File: src/rtl/homa_defs.sv
// Shared Homa definitions: SRPT grant-queue entry layout, SRPT codes and packet type codes.
package homa_defs;

   localparam int unsigned ENTRY_SIZE = 51;

   localparam int unsigned PEER_ID_HI      = 50;
   localparam int unsigned PEER_ID_LO      = 37;
   localparam int unsigned RPC_ID_HI       = 36;
   localparam int unsigned RPC_ID_LO       = 23;
   localparam int unsigned RECV_PKTS_HI    = 22;
   localparam int unsigned RECV_PKTS_LO    = 13;
   localparam int unsigned GRNTBLE_PKTS_HI = 12;
   localparam int unsigned GRNTBLE_PKTS_LO = 3;
   localparam int unsigned CODE_HI         = 2;
   localparam int unsigned CODE_LO         = 0;

   localparam int unsigned PEER_ID_W = PEER_ID_HI - PEER_ID_LO + 1;
   localparam int unsigned RPC_ID_W  = RPC_ID_HI - RPC_ID_LO + 1;
   localparam int unsigned PKTS_W    = RECV_PKTS_HI - RECV_PKTS_LO + 1;
   localparam int unsigned KEY_W     = PEER_ID_W + RPC_ID_W;
   localparam int unsigned OFFSET_W  = PKTS_W + 1;

   localparam logic [2:0] SRPT_UPDATE       = 3'b000;
   localparam logic [2:0] SRPT_BLOCK        = 3'b001;
   localparam logic [2:0] SRPT_UNBLOCK      = 3'b010;
   localparam logic [2:0] SRPT_EMPTY        = 3'b011;
   localparam logic [2:0] SRPT_INVALIDATE   = 3'b100;
   localparam logic [2:0] SRPT_DBUFF_UPDATE = 3'b101;
   localparam logic [2:0] SRPT_ACTIVE       = 3'b110;

   localparam logic [7:0] HOMA_GRANT_TYPE = 8'h12;

   typedef enum logic [1:0] {StIdle, StEval, StBeat0, StBeat1} tx_state_e;

endpackage

File: src/rtl/grant_offset_cam.sv
// Last-granted-offset tracking CAM keyed on {peer_id, rpc_id}; combinational lookup,
// registered write/clear, round-robin allocation on a miss.
module grant_offset_cam
   import homa_defs::*;
#(
   parameter int unsigned NUM_TRACK      = 16,
   parameter int unsigned NUM_TRACK_LOG2 = 4
) (
   input  logic                      ap_clk,
   input  logic                      ap_rst,
   input  logic [KEY_W-1:0]          lookup_key_i,
   output logic                      lookup_hit_o,
   output logic [NUM_TRACK_LOG2-1:0] lookup_idx_o,
   output logic [OFFSET_W-1:0]       lookup_offset_o,
   input  logic                      wr_en_i,
   input  logic [KEY_W-1:0]          wr_key_i,
   input  logic [OFFSET_W-1:0]       wr_offset_i,
   input  logic                      wr_hit_i,
   input  logic [NUM_TRACK_LOG2-1:0] wr_idx_i,
   input  logic                      clr_en_i,
   input  logic [KEY_W-1:0]          clr_key_i
);

   logic [NUM_TRACK-1:0]      valid_q;
   logic [KEY_W-1:0]          key_q   [NUM_TRACK];
   logic [OFFSET_W-1:0]       off_q   [NUM_TRACK];
   logic [NUM_TRACK_LOG2-1:0] alloc_q;
   logic [NUM_TRACK_LOG2-1:0] hit_idx;

   // Scan downward so the lowest matching index wins.
   always_comb begin
      lookup_hit_o = 1'b0;
      hit_idx      = '0;
      for (int i = NUM_TRACK - 1; i >= 0; i--) begin
         if (valid_q[i] && key_q[i] == lookup_key_i) begin
            lookup_hit_o = 1'b1;
            hit_idx      = NUM_TRACK_LOG2'(i);
         end
      end
   end

   assign lookup_idx_o    = hit_idx;
   assign lookup_offset_o = off_q[hit_idx];

   always_ff @(posedge ap_clk or posedge ap_rst) begin
      if (ap_rst) begin
         valid_q <= '0;
         alloc_q <= '0;
         for (int i = 0; i < NUM_TRACK; i++) begin
            key_q[i] <= '0;
            off_q[i] <= '0;
         end
      end else begin
         if (wr_en_i) begin
            if (wr_hit_i) begin
               off_q[wr_idx_i] <= wr_offset_i;
            end else begin
               valid_q[alloc_q] <= 1'b1;
               key_q[alloc_q]   <= wr_key_i;
               off_q[alloc_q]   <= wr_offset_i;
               alloc_q          <= alloc_q + 1'b1;
            end
         end
         if (clr_en_i) begin
            for (int i = 0; i < NUM_TRACK; i++) begin
               if (valid_q[i] && key_q[i] == clr_key_i) begin
                  valid_q[i] <= 1'b0;
               end
            end
         end
      end
   end

endmodule

File: src/rtl/grant_pkt_tx.sv
// Pops SRPT grant entries, suppresses non-advancing grants and serialises surviving
// grants as a two-beat Homa GRANT header on a valid/ready stream.
module grant_pkt_tx
   import homa_defs::*;
#(
   parameter int unsigned GRANT_WINDOW_PKTS = 8,
   parameter int unsigned PKT_BYTES_LOG2    = 10,
   parameter int unsigned NUM_TRACK         = 16,
   parameter int unsigned NUM_TRACK_LOG2    = 4,
   parameter logic [2:0]  SCHED_PRIO        = 3'd7
) (
   input  logic                  ap_clk,
   input  logic                  ap_rst,
   input  logic                  grant_pkt_empty_i,
   output logic                  grant_pkt_read_en_o,
   input  logic [ENTRY_SIZE-1:0] grant_pkt_data_i,
   output logic                  grant_out_valid_o,
   input  logic                  grant_out_ready_i,
   output logic [63:0]           grant_out_data_o,
   output logic                  grant_out_last_o,
   output logic [15:0]           grants_sent_o,
   output logic [15:0]           grants_dropped_o
);

   tx_state_e             state_q;
   logic [ENTRY_SIZE-1:0] entry_q;

   logic [PEER_ID_W-1:0] peer_id;
   logic [RPC_ID_W-1:0]  rpc_id;
   logic [PKTS_W-1:0]    recv_pkts;
   logic [PKTS_W-1:0]    grntble_pkts;
   logic [2:0]           code;
   logic [KEY_W-1:0]     key;
   logic [PKTS_W-1:0]    window_pkts;
   logic [OFFSET_W-1:0]  offset_pkts;
   logic [31:0]          offset_bytes;
   logic [63:0]          beat0_data;
   logic [63:0]          beat1_data;

   logic                      cam_hit;
   logic [NUM_TRACK_LOG2-1:0] cam_idx;
   logic [OFFSET_W-1:0]       cam_offset;
   logic                      cam_wr_en;
   logic                      cam_clr_en;

   assign peer_id      = entry_q[PEER_ID_HI:PEER_ID_LO];
   assign rpc_id       = entry_q[RPC_ID_HI:RPC_ID_LO];
   assign recv_pkts    = entry_q[RECV_PKTS_HI:RECV_PKTS_LO];
   assign grntble_pkts = entry_q[GRNTBLE_PKTS_HI:GRNTBLE_PKTS_LO];
   assign code         = entry_q[CODE_HI:CODE_LO];
   assign key          = {peer_id, rpc_id};

   assign window_pkts  = (grntble_pkts > PKTS_W'(GRANT_WINDOW_PKTS)) ?
                         PKTS_W'(GRANT_WINDOW_PKTS) : grntble_pkts;
   assign offset_pkts  = OFFSET_W'(recv_pkts) + OFFSET_W'(window_pkts);
   assign offset_bytes = 32'(offset_pkts) << PKT_BYTES_LOG2;

   assign beat0_data = {HOMA_GRANT_TYPE, peer_id, rpc_id, 28'd0};
   assign beat1_data = {offset_bytes, SCHED_PRIO, 29'd0};

   // The entry register holds the key through BEAT1, so the lookup result is still
   // valid when the CAM is written on the final handshake.
   assign cam_wr_en  = (state_q == StBeat1) && grant_out_ready_i;
   assign cam_clr_en = (state_q == StEval) && (code == SRPT_BLOCK);

   grant_offset_cam #(
      .NUM_TRACK      (NUM_TRACK),
      .NUM_TRACK_LOG2 (NUM_TRACK_LOG2)
   ) u_cam (
      .ap_clk          (ap_clk),
      .ap_rst          (ap_rst),
      .lookup_key_i    (key),
      .lookup_hit_o    (cam_hit),
      .lookup_idx_o    (cam_idx),
      .lookup_offset_o (cam_offset),
      .wr_en_i         (cam_wr_en),
      .wr_key_i        (key),
      .wr_offset_i     (offset_pkts),
      .wr_hit_i        (cam_hit),
      .wr_idx_i        (cam_idx),
      .clr_en_i        (cam_clr_en),
      .clr_key_i       (key)
   );

   always_ff @(posedge ap_clk or posedge ap_rst) begin
      if (ap_rst) begin
         state_q             <= StIdle;
         entry_q             <= '0;
         grant_pkt_read_en_o <= 1'b0;
         grant_out_valid_o   <= 1'b0;
         grant_out_data_o    <= '0;
         grant_out_last_o    <= 1'b0;
         grants_sent_o       <= '0;
         grants_dropped_o    <= '0;
      end else begin
         unique case (state_q)
            StIdle: begin
               if (!grant_pkt_empty_i) begin
                  entry_q             <= grant_pkt_data_i;
                  grant_pkt_read_en_o <= 1'b1;
                  state_q             <= StEval;
               end
            end
            StEval: begin
               grant_pkt_read_en_o <= 1'b0;
               if (code == SRPT_ACTIVE && !(cam_hit && offset_pkts <= cam_offset)) begin
                  grant_out_valid_o <= 1'b1;
                  grant_out_data_o  <= beat0_data;
                  grant_out_last_o  <= 1'b0;
                  state_q           <= StBeat0;
               end else begin
                  grants_dropped_o <= grants_dropped_o + 16'd1;
                  state_q          <= StIdle;
               end
            end
            StBeat0: begin
               if (grant_out_ready_i) begin
                  grant_out_data_o <= beat1_data;
                  grant_out_last_o <= 1'b1;
                  state_q          <= StBeat1;
               end
            end
            StBeat1: begin
               if (grant_out_ready_i) begin
                  grant_out_valid_o <= 1'b0;
                  grant_out_data_o  <= '0;
                  grant_out_last_o  <= 1'b0;
                  grants_sent_o     <= grants_sent_o + 16'd1;
                  state_q           <= StIdle;
               end
            end
            default: state_q <= StIdle;
         endcase
      end
   end

endmodule

File: config.mk
export PLATFORM = sky130hd
export DESIGN_NAME = grant_pkt_tx
export DESIGN_NICKNAME = d
export VERILOG_FILES = /design/src/rtl/homa_defs.sv /design/src/rtl/grant_offset_cam.sv /design/src/rtl/grant_pkt_tx.sv
export SDC_FILE = /design/constraint.sdc
export NUM_CORES = 2
export LEC_CHECK = 0
export CAP_MARGIN = 15
export CORE_MARGIN = 2
export CORE_UTILIZATION = 55
export DETAILED_ROUTE_END_ITERATION = 7
export GPL_TIMING_DRIVEN = 0
export MAX_ROUTING_LAYER = met4
export PLACE_DENSITY = 0.76
export REMOVE_ABC_BUFFERS = 1
export SKIP_CTS_REPAIR_TIMING = 1
export SYNTH_ARGS = -nofsm -noshare
export SYNTH_HDL_FRONTEND = slang
export SYNTH_HIERARCHICAL = 1
export SYNTH_SLANG_ARGS = --single-unit
File: constraint.sdc
create_clock -name ap_clk -period 19.23 [get_ports ap_clk]
set_input_delay 2.8845 -clock ap_clk [delete_from_list [all_inputs] [get_ports ap_clk]]
set_output_delay 2.8845 -clock ap_clk [all_outputs]
set_load 0.005 [all_outputs]
== After elaboration in Yosys (flattened, before gate mapping) ==
Cells that the tools add are included.
W data, S select, Z words.
Word-level totals
  input port bits: 55
  output and inout bits: 99
  logic and storage cells: 205
  bits in registers: 796
Cells by class
  $add $sub $neg: 4
  bitwise operators: 6
  magnitude comparators: 8
  reductions and logical operators: 36
  equality and inequality tests: 25
  multiplexer cells: 84
Operators by type and width (number)
  $bwmux W448: 1
  $eq A28 B28 Y1: 16
  $bwmux W176: 2
  $mux W64: 3
  $pmux W64 S3: 1
  $mux W176: 1
  $demux W28 S4: 1
  $demux W11 S4: 2
  $mux W4: 16
  $mux W16: 3
  $bmux W11 S4: 1
  $mux W11: 4
  $mux W1: 38
  $add A16 B1 Y16 const B: 2
  $mux W28: 1
  $logic_and A1 B1 Y1: 23
  $or A16 B16 Y16: 1
  $add A10 B10 Y11: 1
  $le A11 B11 Y1: 1
  $ge A5 B5 Y1 const B: 2
  $gt A10 B4 Y1 const B: 1
  $lt A5 B1 Y1 const B: 2
  $mux W10: 1
  $not A4 Y5: 2
  22 further kinds: 37

== Depth between registers and ports, before layout ==
  depth after elaboration: 28
  depth in mapped cells: 25
  gate-level depth less buffers: 19

== Modules after synthesis ==
Netlist, hierarchy kept.
By module, submodules not included
  grant_offset_cam: cells each 3257, area each 37542.3 sq um, sequential area each 16115.5 sq um, instances 1
  grant_pkt_tx: cells each 513, area each 5894.4 sq um, sequential area each 2927.8 sq um, instances 1

== Worst setup path before layout ==
OpenSTA, ideal clock, no wires.
  path kind: input port to flip-flop
  start: input port grant_out_ready_i
  end: register u_cam/key_q[0] (netlist bit)
  buffers on the path: 5
  setup slack: 13.846 ns
  required time: 19.105 ns
  arrival: 5.260 ns
  stages on the path: 10
  library setup time: 0.125 ns
  path through: and3_1 > buf_4 > clkbuf_1 > nor2b_1 > clkbuf_1 > nand2_1 > nor2_1 > buf_1 > buf_1 > mux2_2
On the way
  cells in the longest elaborated chain, start to end: 2
RTL lines
  from (decl): RTL line grant_pkt_tx.sv:18  | input logic grant_out_ready_i,
  $logic_and A1 B1 Y1: RTL line grant_pkt_tx.sv:63  | assign cam_wr_en = (state_q == StBeat1) && grant_out_ready_i;
  named net cam_wr_en: RTL line grant_pkt_tx.sv:43  | logic cam_wr_en;
  $reduce_and A2 Y1 (no line)
  to (signal, indexed assignment): RTL line grant_offset_cam.sv:59  | key_q[alloc_q] <= wr_key_i;
  to (decl): RTL line grant_offset_cam.sv:25  | logic [KEY_W-1:0] key_q [NUM_TRACK];
The timed path passes the listed nets, and every way through them passes these cells.
A chain may end at the register's enable or synchronous reset.

== Final worst setup path ==
  start: register entry_q[36]
  end: register grants_dropped_o[1]
On the way
  cells in the longest elaborated chain, start to end: 28
  elaborated cells between the ends (all ways): 74
  those cells by class: 1 x order compare; 16 x eq/ne; 35 x mux; 2 x bitwise; 20 x reduce/logical
RTL lines
  from (decl): RTL line grant_pkt_tx.sv:26  | logic [ENTRY_SIZE-1:0] entry_q;
  from (signal assigned): RTL line grant_pkt_tx.sv:99  | entry_q <= grant_pkt_data_i;
  $eq A28 B28 Y1: RTL line grant_offset_cam.sv:35  | if (valid_q[i] && key_q[i] == lookup_key_i) begin
  $logic_and A1 B1 Y1: RTL line grant_offset_cam.sv:35
  $mux W4 (15 in series): RTL line grant_offset_cam.sv:35
  $mux W4 (*): RTL line grant_offset_cam.sv:35
  $not A4 Y5 (implied by the code) (*): RTL line grant_offset_cam.sv:43  | assign lookup_offset_o = off_q[hit_idx];
  $bmux W11 S4 (*): RTL line grant_offset_cam.sv:43
  $mux W11 (implied by the code) (*) (2 in series): RTL line grant_offset_cam.sv:43
  named net cam_offset[8]: RTL line grant_pkt_tx.sv:42  | logic [OFFSET_W-1:0] cam_offset;
  $le A11 B11 Y1 (*): RTL line grant_pkt_tx.sv:106  | if (code == SRPT_ACTIVE && !(cam_hit && offset_pkts <= cam_offset)) begin
  $logic_and A1 B1 Y1 (*): RTL line grant_pkt_tx.sv:106
  $logic_not A1 Y1 (*): RTL line grant_pkt_tx.sv:106
  $logic_and A1 B1 Y1 (*): RTL line grant_pkt_tx.sv:106
  $not A1 Y1 (no line) (*)
  $reduce_and A2 Y1 (no line) (*)
  to (signal assigned): RTL line grant_pkt_tx.sv:112  | grants_dropped_o <= grants_dropped_o + 16'd1;
  to (decl): RTL line grant_pkt_tx.sv:22  | output logic [15:0] grants_dropped_o
The timed path passes the listed nets; every way through them passes the cells marked *. The select of a mux whose other input is x is not followed.

==> results.py <==
metrics = {
    "routing": {
        "antenna_left": 0,
        "wirelength_mm": 110,
        "wl_per_cell_um": 22.5,
        "via_count": 29391,
        "first_pass_iters": 5,
        "drc": 0,
        "vias_per_cell": 6.01,
        "drt-initial-drc-count": 2205,
    },
    "setup_path": {
        "crit_type": "flop to flop",
        "cp_common_cell": "nand4_1",
        "crit_path_top_delay_cell": "dfrtp_4",
        "crit_chain": "xnor2_1, nand4_1, or4_1, or2_1, a311oi_2, o2111ai_2, nand2_4, mux2i_1, a22o_1, a31oi_1, a31o_1, inv_1, ha_1, nand4_1, nor3_1, or3_4, o21ba_1, mux2_2",
        "worst_r2r_endpoint": "grants_dropped_o[1]$_DFFE_PP0P_",
        "cp_top_family": "simple AND/OR/NAND/NOR gates",
        "critPathArrivalTime_ns": 8.45,
        "r2r_cells": 18,
        "critPathLaunchType": "flop",
        "r2r-start": "entry_q[36]$_DFFE_PP0P_",
        "end_kind": "flop",
        "critPathRequiredTime_ns": 19.78,
        "critPathMaxStageDelay_ns": 1.03,
        "crit_path_max_fanout": 50,
        "crit_buf_inv": 1,
        "r2r_slack_ns": 11.33,
    },
    "global_routing": {
        "grt_pass1_wl_mm": 173,
        "antenna_found_initial": 2,
        "grt_use_total": 0.279,
        "grt-ovfl-total": 0,
        "grt_max_degree": 122,
        "grt_pass1_vias": 29786,
    },
    "yosys": {
        "netlist_instances": 3770,
        "synthSimpleGateAreaFrac": 0.0944,
        "syn_avg_cell_area_um2": 11.5,
        "synth.top_cell.area_share": 0.438,
        "yosysTopAreaCell": "dfrtp_1",
        "synth_seq_cells": 761,
        "synth_compound_area_frac": 0.0353,
        "synth_fa_ha_area_frac": 0.00824,
        "synthMuxAreaShare": 0.196,
        "synth-edff-count": 0,
        "yosysSeqAreaShare": 0.438,
        "yosysWarnings": 6,
        "ys_top_cells_by_area": "dfrtp_1, mux2_2, xnor2_1",
        "synth_xor_area_frac": 0.189,
        "synth_top_family_by_area": "multiplexers",
        "async_flop_share": 1.00,
        "synth_cell_type_count": 86,
        "mappedNetlistArea_um2": 43400,
        "synth_ff_type": "dfrtp_1",
    },
    "timing": {
        "hold_ws_ns": 0.473,
        "hold_viol": 0,
        "clock_skew_ns": 0.0479,
        "rsz0062_at_grt": "false",
        "setup_viol": 0,
        "max_slew_margin": 0.269,
        "worst_slew_pin_slew_ns": 1.09,
        "finalCriticalPeriod_ns": 7.90,
        "finalCritPeriodShare": 0.411,
        "max_freq_mhz": 127,
        "drv_slew": 0,
    },
    "placed_design": {
        "globalplace.congestion": 0.909,
        "port_buffers": 119,
        "placed_area_um2": 45800,
        "hpwlAfterDp_mm": 69.4,
        "post-place-cells": 4732,
    },
    "cells_and_area": {
        "nets": 3853,
        "multi_input_area_um2": 23000,
        "area_growth_syn_to_layout_pct": 12.1,
        "final_common_cell": "dfrtp_1",
        "fin_cells": 4891,
        "fillers": 6080,
        "layout_common_cells": "dfrtp_1, mux2_2, xnor2_1",
        "finalInstanceArea_um2": 48700,
        "seq_area_um2": 19100,
        "drive_above_1_share": 0.258,
    },
    "clock_network": {
        "path_clk_slew_ns": 0.06,
        "cts.sinks": 761,
        "cts-root-buf": "clkbuf_16",
        "clock_latency_ns": 0.67,
        "clock_path_buffers": 3,
        "cts_tree": "done",
        "htreeDepth": 3,
        "cts_buffers": 84,
    },
    "power": {
        "power.internal_w": 0.00453,
        "sequentialPowerShare": 0.390,
        "p_comb_frac": 0.394,
        "clkPwrFrac": 0.215,
        "power-per-cell-area_nw_per_um2": 157,
        "switchingPower_w": 0.00312,
        "vdd_drop_max_uv": 209,
        "leakage_nw": 21.0,
        "switching_share": 0.408,
    },
    "floorplan": {
        "pin_count": 154,
        "die_y_um": 285,
        "core_area_um2": 78600,
        "initial_core_util": 0.553,
        "design.die.area_um2": 81200,
        "die_x_um": 285,
        "num_rows": 103,
    },
    "status": {
        "outcome": "finished clean",
    },
    "hold_path": {
        "holdPathStages": 1,
        "min_to": "grants_sent_o[15]$_DFFE_PP0P_",
        "hp-class": "flop to flop",
        "min_from": "grants_sent_o[15]$_DFFE_PP0P_",
    },
    "run": {
        "cap_violations": 0,
    },
}
## cell usage after synthesis, types with 6 or more instances
cell type  number
a21o_1          8
a21oi_1        45
a22o_1         12
a22oi_1         6
a31o_1         11
a31oi_1        12
and2_1          7
and3_1         13
buf_1          41
buf_2          55
buf_4          51
buf_6           8
clkbuf_1      140
dfrtp_1       761
ha_1           27
inv_1          45
mux2_2        693
mux2i_1        66
nand2_1       100
nand2b_1       22
nand3_1        50
nand3_2         7
nand4_1       249
nor2_1         61
nor3_1         30
nor3b_1         9
nor4_1        116
o21ai_0        57
o22ai_1        23
or2_2          10
or4_1           8
xnor2_1       678
xnor2_2         9
xor2_1        245
## power groups by stage
stage	Clock [W]	Combinational [W]	Sequential (W)
finish	0.00164	0.00301	0.00298
floorplan	0	0.00208	0.00275
global route	0.00173	0.00327	0.00305
global placement	0	0.00264	0.00317
detailed placement	0	0.00296	0.00299
CTS	0.00167	0.00299	0.00298
## worst reg2reg max path: cells and delay by family, from the launching register on
family | cells | cell delay (ns)
simple gates | 7 | 3.01
compound gates | 6 | 2.53
flops | 1 | 1.03
mux | 2 | 0.67
fa+ha+maj | 1 | 0.30
xor+xnor | 1 | 0.20
buf+inv | 1 | 0.04
## sequential cells by signal, summed over array words and instances, names as in the netlist, named ones only
name and flops:
entry_q 51, grant_out_data_o 29, grant_out_last_o 1, grant_out_valid_o 1, grant_pkt_read_en_o 1, grants_dropped_o 16, grants_sent_o 16, state_q 1
u_cam/alloc_q 4, u_cam/key_q 448, u_cam/off_q 176, u_cam/valid_q 16
## cell families after synthesis
logic type	count (synthesis)
AND/OR/NAND/NOR	714
AO/OA/AOI/OAI	226
other	1
multiplexers	763
adder cells (fa/ha/maj)	28
buffers and inverters	345
XOR/XNOR	932
flip-flops	761
## worst max-delay path by stage
stage / slack [ns] / cells past startpoint / from / to
after global routing: 10.98 / 19 / entry_q[36]$_DFFE_PP0P_ / grants_dropped_o[8]$_DFFE_PP0P_
after CTS: 11.46 / 18 / entry_q[36]$_DFFE_PP0P_ / grants_dropped_o[1]$_DFFE_PP0P_
after global placement: -9.51 / 2 / ap_rst / u_cam/key_q[355]$_DFFE_PP0P_
after detailed placement: 11.47 / 18 / entry_q[36]$_DFFE_PP0P_ / grants_dropped_o[1]$_DFFE_PP0P_
after floorplan: -1.70 / 1 / ap_rst / u_cam/alloc_q[0]$_DFFE_PP0P_
final: 11.33 / 18 / entry_q[36]$_DFFE_PP0P_ / grants_dropped_o[1]$_DFFE_PP0P_
## layout make-up
cell class | instances | share of cell area
inverter | 47 | 0.00388
sequential | 761 | 0.393
antenna | 3 | 0.000154
clock inverter | 36 | 0.00843
timing repair buffer | 173 | 0.0441
multi-input combinational | 2703 | 0.473
clock buffer | 118 | 0.0501
tap | 1050 | 0.0270
## through the flow
step	power, W	utilization	worst slack [ns]	setup TNS, ns
after floorplan	0.00483	-	-1.70	-1092.82
after detailed placement	0.00595	0.583	11.47	0
final	0.00764	0.620	11.33	0
after global routing	0.00806	0.620	10.98	0
after global placement	0.00581	0.567	-9.51	-6088.66
after CTS	0.00764	0.619	11.46	0
## routing by layer
metal / wire length [um] / GRT usage
met1: 46600 / 0.358
met3: 6520 / 0.0429
met2: 52500 / 0.445
met4: 4470 / 0.112
met5: 0 / -
Power figures use the tool's default switching activity.
